[src/rtl/ca_state_sequencer.sv]
// Calcium SRAM read-modify-write sequencer.
// Runs full-array leak sweeps and single-neuron spike updates.
module ca_state_sequencer #(
  parameter int N_NEUR = 256,
  parameter int AW     = 8
) (
  input  logic          CLK,
  input  logic          RSTN,
  input  logic          tref_req,
  input  logic          spk_req,
  input  logic [AW-1:0] spk_addr,
  output logic          spk_ack,
  output logic          busy,
  output logic          sweep_done,
  output logic          tref_overrun,
  output logic          sram_cs,
  output logic          sram_we,
  output logic [AW-1:0] sram_addr,
  output logic [7:0]    sram_wdata,
  input  logic [7:0]    sram_rdata,
  output logic [2:0]    mdl_state_calcium,
  output logic [4:0]    mdl_state_caleak_cnt,
  output logic          mdl_event_tref,
  output logic          mdl_spike,
  input  logic [2:0]    mdl_calcium_next,
  input  logic [4:0]    mdl_caleak_cnt_next
);

  typedef enum logic [2:0] {
    IDLE, RD, LAT, EVAL, WR
  } state_t;

  localparam logic [AW-1:0] LAST = AW'(N_NEUR - 1);

  state_t        state_q, state_d;
  logic          spk_job_q, spk_job_d;
  logic          sweep_q, sweep_d;
  logic          pend_q, pend_d;
  logic          ovr_q, ovr_d;
  logic          done_q, done_d;
  logic [AW-1:0] cnt_q, cnt_d;
  logic [AW-1:0] addr_q, addr_d;
  logic [2:0]    ca_q, ca_d;
  logic [4:0]    lk_q, lk_d;
  logic [7:0]    wdata_q, wdata_d;

  logic sweep_wr, last_wr, sweep_live, start;

  always_comb begin
    state_d   = state_q;
    spk_job_d = spk_job_q;
    sweep_d   = sweep_q;
    pend_d    = pend_q;
    ovr_d     = ovr_q;
    done_d    = 1'b0;
    cnt_d     = cnt_q;
    addr_d    = addr_q;
    ca_d      = ca_q;
    lk_d      = lk_q;
    wdata_d   = wdata_q;
    spk_ack   = 1'b0;
    start     = 1'b0;

    sweep_wr   = (state_q == WR) && !spk_job_q;
    last_wr    = sweep_wr && (cnt_q == LAST);
    sweep_live = sweep_q && !last_wr;

    if (sweep_wr) cnt_d = last_wr ? '0 : cnt_q + 1'b1;
    if (last_wr) begin
      sweep_d = 1'b0;
      done_d  = 1'b1;
    end

    case (state_q)
      RD:   state_d = LAT;
      LAT: begin
        ca_d    = sram_rdata[7:5];
        lk_d    = sram_rdata[4:0];
        state_d = EVAL;
      end
      EVAL: begin
        wdata_d = {mdl_calcium_next, mdl_caleak_cnt_next};
        state_d = WR;
      end
      // IDLE and neuron boundary: pick the next job
      default: begin
        if (spk_req) begin
          spk_ack   = 1'b1;
          spk_job_d = 1'b1;
          addr_d    = spk_addr;
          state_d   = RD;
        end else if (sweep_live) begin
          spk_job_d = 1'b0;
          addr_d    = cnt_d;
          state_d   = RD;
        end else if (pend_q || tref_req) begin
          start     = 1'b1;
          spk_job_d = 1'b0;
          sweep_d   = 1'b1;
          cnt_d     = '0;
          addr_d    = '0;
          state_d   = RD;
        end else begin
          state_d = IDLE;
        end
      end
    endcase

    // a request consumed by a direct start is not re-latched
    if (start) begin
      pend_d = pend_q & tref_req;
    end else if (tref_req) begin
      if (pend_q) ovr_d = 1'b1;
      else        pend_d = 1'b1;
    end
  end

  always_ff @(posedge CLK or negedge RSTN) begin
    if (!RSTN) begin
      state_q   <= IDLE;
      spk_job_q <= 1'b0;
      sweep_q   <= 1'b0;
      pend_q    <= 1'b0;
      ovr_q     <= 1'b0;
      done_q    <= 1'b0;
      cnt_q     <= '0;
      addr_q    <= '0;
      ca_q      <= '0;
      lk_q      <= '0;
      wdata_q   <= '0;
    end else begin
      state_q   <= state_d;
      spk_job_q <= spk_job_d;
      sweep_q   <= sweep_d;
      pend_q    <= pend_d;
      ovr_q     <= ovr_d;
      done_q    <= done_d;
      cnt_q     <= cnt_d;
      addr_q    <= addr_d;
      ca_q      <= ca_d;
      lk_q      <= lk_d;
      wdata_q   <= wdata_d;
    end
  end

  assign busy                 = (state_q != IDLE);
  assign sweep_done           = done_q;
  assign tref_overrun         = ovr_q;
  assign sram_cs              = (state_q == RD) || (state_q == WR);
  assign sram_we              = (state_q == WR);
  assign sram_addr            = addr_q;
  assign sram_wdata           = wdata_q;
  assign mdl_state_calcium    = ca_q;
  assign mdl_state_caleak_cnt = lk_q;
  assign mdl_event_tref       = (state_q == EVAL) && !spk_job_q;
  assign mdl_spike            = (state_q == EVAL) && spk_job_q;

endmodule

[config.mk]
export PLATFORM = sky130hd
export DESIGN_NAME = ca_state_sequencer
export DESIGN_NICKNAME = d
export VERILOG_FILES = /design/src/rtl/ca_state_sequencer.sv
export SDC_FILE = /design/constraint.sdc
export NUM_CORES = 1
export LEC_CHECK = 0
export CAP_MARGIN = 20
export CORE_MARGIN = 4
export CORE_UTILIZATION = 42
export DETAILED_ROUTE_END_ITERATION = 10
export PLACE_DENSITY = 0.84
export SLEW_MARGIN = 10
export SYNTH_ARGS = -nofsm -noshare
export SYNTH_HDL_FRONTEND = slang
export SYNTH_SLANG_ARGS = --single-unit
export TNS_END_PERCENT = 30
[constraint.sdc]
create_clock -name CLK -period 2 [get_ports CLK]
set_clock_uncertainty 0.2 [all_clocks]
set_input_delay 0.6 -clock CLK [delete_from_list [all_inputs] [get_ports CLK]]
set_output_delay 0.6 -clock CLK [all_outputs]
set_load 0.05 [all_outputs]
Yosys cells after proc, flatten, opt, wreduce, memory -nomap -nowiden
Index checks and enable logic that the tools add are counted.

storage, ports and cells
  register bits = 40
  output and inout port bits = 32
  logic and storage cells = 65

operators by class
  add/subtract/negate cells = 1
  equality and inequality tests = 5
  muxes and demuxes = 30
  bitwise operators = 3
  reductions and logical operators = 15

operators with widths
  operator                                                                count
  8-bit 2-to-1 mux                                                        9
  1-bit 2-to-1 mux                                                        20
  3-bit one-hot mux with 3 select lines                                   1
  8-bit by 1-bit adder with 8-bit output (second input constant)          1
  8-bit equality test (second input constant)                             1
  3-bit by 2-bit equality test with 1-bit output (second input constant)  2
  3-bit nonzero test                                                      2
  1-bit logical AND                                                       5
  3-bit by 1-bit equality test with 1-bit output (second input constant)  1
  3-bit equality test (second input constant)                             1
  3-bit AND reduction                                                     1
  3-bit OR reduction                                                      1
  1-bit logical NOT                                                       2
  1-bit logical OR                                                        2
  1-bit inverter                                                          2
  2-bit AND reduction                                                     1
  2-bit nonzero test                                                      1
  1-bit bitwise AND                                                       1

Longest topological paths before layout
Gate-level depths: netlist of run 1.

  depth in word-level cells = 10
  depth in mapped cells = 7
  mapped depth without buffers = 5

Worst setup path after synthesis of run 1
No wires, ideal clock.

  kind = reg-to-reg
  start = reg state_q[0]
  end = reg addr_q[0], in the netlist sram_addr[0]
  library setup time = 0.128 ns
  arrival = 2.135 ns
  data required time = 1.672 ns
  path slack = -0.462 ns
  stages on the path, launching flop included = 8
  buffers on the path = 2
  clock period less this slack = 2.462 ns
  cells stage by stage = dfrtp_1 -> buf_6 -> or3b_1 -> buf_6 -> inv_1 -> a41oi_1 -> a22o_1 -> mux2_1

on the way
  word-level cells in the longest chain between the ends = 7
  elaborated cells between the ends (all ways) = 16
  classes of those cells = 4 x eq/ne; 4 x mux; 1 x bitwise; 7 x reduce/logical

RTL lines
  item                                                            line    source
  start, declared                                                 35      state_t state_q, state_d;
  start signal, assigned                                          132     state_q <= state_d;
  3-bit equality test (*)                                         n/a
  via sram_we                                                     17      output logic sram_we,
  1-bit logical AND (*)                                           64      sweep_wr = (state_q == WR) && !spk_job_q;
  1-bit logical AND                                               65      last_wr = sweep_wr && (cnt_q == LAST);
  8-bit 2-to-1 mux / 1-bit logical NOT (equally long branches)    68, 66
  8-bit 2-to-1 mux / 1-bit logical AND (equally long branches)    68, 66
  8-bit 2-to-1 mux / 3-bit nonzero test (equally long branches)   n/a
  8-bit 2-to-1 mux / 2-bit AND reduction (equally long branches)  n/a
  end signal, assigned                                            139     addr_q <= addr_d;
  end, declared                                                   42      logic [AW-1:0] addr_q, addr_d;

Mark *: on every way through the listed nets, which the timed path passes. The rest lies on a longest branch.
A chain may end at the register's enable or synchronous reset.

Worst setup path in the final report of run 1
  start = reg state_q[2]
  end = out sram_we

on the way
  word-level cells in the longest chain between the ends = 1

RTL lines
  item                 line  source
  3-bit equality test  150   assign sram_we = (state_q == WR);
  end, declared        17

Every way passes these cells.

==> qor.yml, run 1 <==
fin_crit_sh: 1.16
dp.cells: 323
power_density_nw_per_um2: 653
cts_made_buffers: 5
yosys_warnings: 0
synthSimpleGateAreaFrac: 0.188
synth_top_area_frac: 0.516
fmax_mhz: 433
synth_seq_area_share: 0.516
fin_area_um2: 3440
diodes: 0
avgViaCountPerCell: 5.56
h-tree-depth: 2
port_buffers: 59
clock-sinks: 40
final_cell_count_no_fill: 339
status: "finished with violations"
ys_top_cells_by_area: "dfrtp_1, nand2_1, mux2_2"
setup_viol: 26
placed_cell_area_um2: 3160
dp_hpwl_um: 4200
synth.avg_cell_area_um2: 10.7
vias: 1886
chipWidth_um: 76.0
cts_root_buffer: "clkbuf_8"
required_ns: 1.20
dieArea_um2: 5770
worstMarginPinSlew_ns: 0.502
worstSetupPathType: "reg2out"
drc: 0
synth_nets: 211
gp_congestion: 0.908
leakage_nw: 1.52
synth_xor_area_frac: 0.0135
grt_max_degree: 22
ys_top_cells_by_count: "dfrtp_1, nand2_1, nor2_1"
yosysTopAreaCell: "dfrtp_1"
io_pins: 60
setup_slack_ns: -0.310
layout_min_cycle_time_ns: 2.31
detail-route-antenna-nets: 0
synth_area_um2: 1940
arrival_ns: 1.51
grt_pass1_vias: 1951
end_kind: "output pin"
grt_use_total: 0.206
dr.pass1.iters: 4
max-cap-violations: 0
synth_top_family_by_area: "simple AND/OR/NAND/NOR gates"
cts_tree: "done"
r2r_cells: 4
path_max_fanout: 3
antenna_found_initial: 0
p_total_mw: 2.25
wl_per_cell_um: 17.9
drv_slew: 0
ys.flop_type: "dfrtp_1"
drive_gt1_frac: 0.436
nets: 315
rsz0062_at_grt: "true"
insertion_delay_ns: 0.29
min_path_type: "in2async"
synthArstFlopShare: 1.00
synth_compound_area_frac: 0.172
yosysMostFrequentCell: "dfrtp_1"
hold_violations: 0
rows: 24
failed_checks: "negative setup slack"
yosysUniqueCellTypes: 53
syn_inst: 182
synth.ff_latch_count: 40
die_h_um: 76.0
muxShareOfSynthArea: 0.0632
synth_fa_ha_area_frac: 0.0116
relSlewSlack: 0.665
hold_slack_ns: 0.0664
n_fill_cell: 265
fin_setup_tns_ns: -4.52
placeableCoreArea_um2: 4410
clkTransAtPathRegs_ns: 0.08
start_kind: "flip-flop"
irDropWorstVdd_mv: 0.653
initial_core_util: 0.439
synth_edf_count: 0
routed_wl_um: 6060
grt-ovfl-total: 0
drt-initial-drc-count: 175
grt_pass1_wl_um: 9600
area_growth_syn_to_layout_pct: 77.5
cts_buffer_depth: 2
-- critical path, stage by stage (launching register included) --
cell and delay [ns]:
dfrtp_1 0.42, or3b_4 0.43, buf_6 0.14, clkinvlp_4 0.09, buf_12 0.14
-- placed cells by master, fill, tap and decap left out, types with 2 or more instances in the layout --
master,instances
dfrtp_1,40
nand2_1,36
buf_4,36
buf_12,31
clkdlybuf4s50_1,25
buf_6,9
mux2_2,8
a31oi_1,7
nor2_1,6
clkbuf_8,6
inv_1,4
o21ba_2,4
a211oi_1,4
nor4_2,3
nor3_1,3
nor2_2,3
clkinvlp_4,2
nand4_1,2
nand3b_1,2
nand3_1,2
or3_1,2
o31a_1,2
nor3b_2,2
a21oi_4,2
xnor2_1,2
o21ai_1,2
a211oi_2,2
o21ai_0,2
o21bai_1,2
-- state kept, by name (all words and copies together) (netlist names), 3 cells and up --
name / count
mdl_state_caleak_cnt: 5
cnt_q: 8
state_q: 3
mdl_state_calcium: 3
sram_wdata: 8
sram_addr: 8
-- logic make-up after synthesis --
| logic type | after synthesis |
|---|---|
| and+or+nand+nor | 72 |
| buffers and inverters | 13 |
| DFF | 40 |
| adders and majority gates | 2 |
| muxes | 11 |
| AOI/OAI and AO/OA | 41 |
| xor gates and xnor gates | 3 |
-- routing by layer --
layer  track usage  vias to the layer above  wire (um)  part of all wire
li1              -                      862          -                 -
met1         0.241                      932       2210              0.36
met2         0.369                       83       3240              0.53
met3        0.0581                        9        533             0.088
met4        0.0498                        0         78             0.013
met5             0                        -          0                 0
-- power by group --
| part | switching (mW) | internal (mW) |
|---|---|---|
| Clock | 0.288 | 0.281 |
| Combinational | 0.350 | 0.351 |
| Sequential | 0.0922 | 0.889 |
-- worst paths after layout --
path	startpoint	end	slack, ns
max	state_q[2]	sram_we	-0.31
min	RSTN	tref_overrun	0.07
max reg2reg	state_q[0]	sram_addr[5]	-0.29
min reg2reg	sram_wdata[4]	sram_wdata[4]	0.35
max in group asynchronous	RSTN	state_q[1]	1.04
min in group CLK	sram_wdata[4]	sram_wdata[4]	0.35
-- what timing repair did --
action,in CTS,in global routing
setup endpoints to repair,24,26
pin swaps,4,3
hold buffers,0,0
gates cloned,0,0
buffers inserted,6,2
resized for setup,19,11
endpoints found under the hold margin,0,0
-- per-stage QoR --
stage / util / setup slack [ns]
floorplan: - / -0.204
global placement: 0.717 / -0.318
detailed placement: 0.717 / -0.383
CTS: 0.765 / -0.316
global route: 0.780 / -0.375
finish: 0.780 / -0.310
-- cell type report --
cell class	instances	area [um2]	share of cell area
Clock buffer	7	86.3	0.0251
Clock inverter	1	7.51	0.00218
Inverter	6	26.3	0.00763
Multi-Input combinational cell	129	976	0.283
Sequential cell	40	1000	0.291
Tap cell	52	65.1	0.0189
Timing Repair Buffer	104	1280	0.372
(Power assumes the default switching activity.)
==> run 2, diff against run 1 <==
--- a/config.mk
+++ b/config.mk
@@ -7,9 +7,10 @@
 export LEC_CHECK = 0
 export CAP_MARGIN = 20
 export CORE_MARGIN = 4
-export CORE_UTILIZATION = 42
+export CORE_UTILIZATION = 43
+export CTS_BUF_LIST = sky130_fd_sc_hd__clkbuf_4 sky130_fd_sc_hd__clkbuf_8
 export DETAILED_ROUTE_END_ITERATION = 10
-export PLACE_DENSITY = 0.84
+export PLACE_DENSITY = 0.86
 export SLEW_MARGIN = 10
 export SYNTH_ARGS = -nofsm -noshare
 export SYNTH_HDL_FRONTEND = slang
==> run 2 against run 1 <==
Effect of this change: the run still ends with negative setup slack left; flip-flop and latch count did not move; setup slack improved by 0.035 ns; critical path depth rose by 1; die area fell by 2.1%; via count fell by 0.11%; non-clock buffer count fell by 1; clock power rose by 24%; clock-buffer cell count fell by 1.
==> qor.yml, run 2 (same netlist as run 1, synthesis figures left out) <==
status: "finished with violations"  # unchanged
failed_checks: "negative setup slack"  # unchanged
cts_made_buffers: 5  # unchanged
min_path_type: "in2async"  # unchanged
arrival_ns: 1.47  # was 1.51 ns
crit_path_frequent_cell: "buf_6"
gp_congestion: 0.896  # was 0.908
dr.pass1.iters: 4  # unchanged
diodes: 0  # unchanged
nets: 314  # was 315
drive_gt1_frac: 0.441  # was 0.436
grt_pass1_wl_um: 9320  # was 9600 um
initial_core_util: 0.445  # was 0.439
cts_buffer_depth: 2  # unchanged
end_kind: "output pin"  # unchanged
worstPathCellList: "buf_6, o21ba_4, buf_6, nor2b_4, buf_12"  # was or3b_4, buf_6, clkinvlp_4, buf_12
leakage_nw: 1.52  # about the same
dp_hpwl_um: 4440  # was 4200 um
detail-route-antenna-nets: 0  # unchanged
setup_slack_ns: -0.275  # was -0.310 ns
rows: 24  # unchanged
irDropWorstVdd_mv: 0.564  # was 0.653 mV
drv_slew: 0  # unchanged
fmax_mhz: 440  # was 433 MHz
power_density_nw_per_um2: 696  # was 653 nW/um2
max_stage_delay_ns: 0.42  # was 0.43 ns
relSlewSlack: 0.704  # was 0.665
vias: 1884  # was 1886
hold_violations: 0  # unchanged
start_kind: "flip-flop"  # unchanged
ff2ff_setup_slack_ns: -0.12  # was -0.29 ns
chipWidth_um: 75.2  # was 76.0 um
grt_max_degree: 24  # was 22
layout_min_cycle_time_ns: 2.27  # was 2.31 ns
port_buffers: 59  # unchanged
insertion_delay_ns: 0.30  # was 0.29 ns
rr_endpoint: "sram_addr[1]"  # was sram_addr[5]
grt-ovfl-total: 0  # unchanged
grt_use_total: 0.224  # was 0.206
cts_root_buffer: "clkbuf_8"  # unchanged
io_pins: 60  # unchanged
antenna_found_initial: 0  # unchanged
layout_common_cells: "dfrtp_1, buf_4, nand2_1, buf_12, clkdlybuf4s50_1"  # was dfrtp_1, nand2_1, buf_4, buf_12, clkdlybuf4s50_1
clock-sinks: 40  # unchanged
worstSetupPathType: "reg2out"  # unchanged
fin_crit_sh: 1.14  # was 1.16
max-cap-violations: 0  # unchanged
hold_slack_ns: 0.0307  # was 0.0664 ns
r2r_cells: 6  # was 4
worstMarginPinSlew_ns: 0.444  # was 0.502 ns
slowest_stage: "dfrtp_1"  # was or3b_4
h-tree-depth: 2  # unchanged
fin_util: 0.793  # was 0.780
grt_pass1_vias: 1920  # was 1951
routed_wl_um: 6180  # was 6060 um
layout_commonest_cell: "dfrtp_1"  # unchanged
avgViaCountPerCell: 5.57  # was 5.56
r2r_start: "state_q[1]"  # was state_q[0]
setup_viol: 21  # was 26
rsz0062_at_grt: "true"  # unchanged
drt-initial-drc-count: 151  # was 175
drc: 0  # unchanged
area_growth_syn_to_layout_pct: 78.1  # was 77.5%
required_ns: 1.20  # about the same
n_fill_cell: 252  # was 265
die_h_um: 75.2  # was 76.0 um
path_max_fanout: 3  # unchanged
cts_tree: "done"  # unchanged
wl_per_cell_um: 18.3  # was 17.9 um
clkTransAtPathRegs_ns: 0.09  # was 0.08 ns
dieArea_um2: 5650  # was 5770 um2
placeableCoreArea_um2: 4350  # was 4410 um2
## run 2: through the flow
stage / setup WS (ns) / instance area (um2) / setup TNS, ns / power (mW) / cells
detailed placement: -0.379 / 3150 / -5.73 / 1.67 / 321
global route: -0.341 / 3450 / -3.48 / 2.50 / 338
global placement: -0.323 / 3150 / -4.47 / 1.63 / 321
finish: -0.275 / 3450 / -2.01 / 2.40 / 338
CTS: -0.285 / 3380 / -1.74 / 2.39 / 335
floorplan: -0.204 / 1980 / -3.26 / 1.27 / 182
## run 2: worst max path at each step
stage                    start  endpoint  cells after the start
finish              state_q[1]   spk_ack                      5
global route        state_q[0]   spk_ack                      5
CTS                 state_q[0]   spk_ack                      5
detailed placement     spk_req    pend_q                      4
global placement      tref_req    pend_q                      5
floorplan           state_q[1]  cnt_q[3]                      7
## run 2: area by class of cell
class | count | area, um2 | share of cell area
flip-flops and latches | 40 | 1000 | 0.290
repair buffers | 103 | 1260 | 0.366
inverters | 6 | 26.3 | 0.00761
clock buffers | 6 | 82.6 | 0.0239
clock inverters | 2 | 38.8 | 0.0112
multi-input cells | 129 | 977 | 0.283
well taps | 52 | 65.1 | 0.0188
## run 2: repair_timing
item,in CTS,in global routing
cloned,0,0
endpoints found under the hold margin,0,0
setup buffers,6,3
hold buffers,0,0
endpoints found under the setup margin,24,24
pin swaps,4,6
gates resized for setup,19,9
## run 2: where the power goes
part / switching, mW / internal (mW) / leakage, nW
sequential: 0.0877 / 0.889 / 0.475
combinational: 0.363 / 0.360 / 0.983
clock: 0.297 / 0.408 / 0.0614
## run 2: routing by layer
metal / wire length, um / track usage / share of wire
met5: 0 / 0 / 0
met4: 182 / 0.0893 / 0.029
met3: 449 / 0.0694 / 0.073
met2: 3320 / 0.393 / 0.54
met1: 2230 / 0.254 / 0.36
## run 2: critical path: cells and delay by family, from the launching register on
family          cells  cell delay, ns
compound gates      1            0.21
buf+inv             3            0.40
simple gates        1            0.14
flops               1            0.42
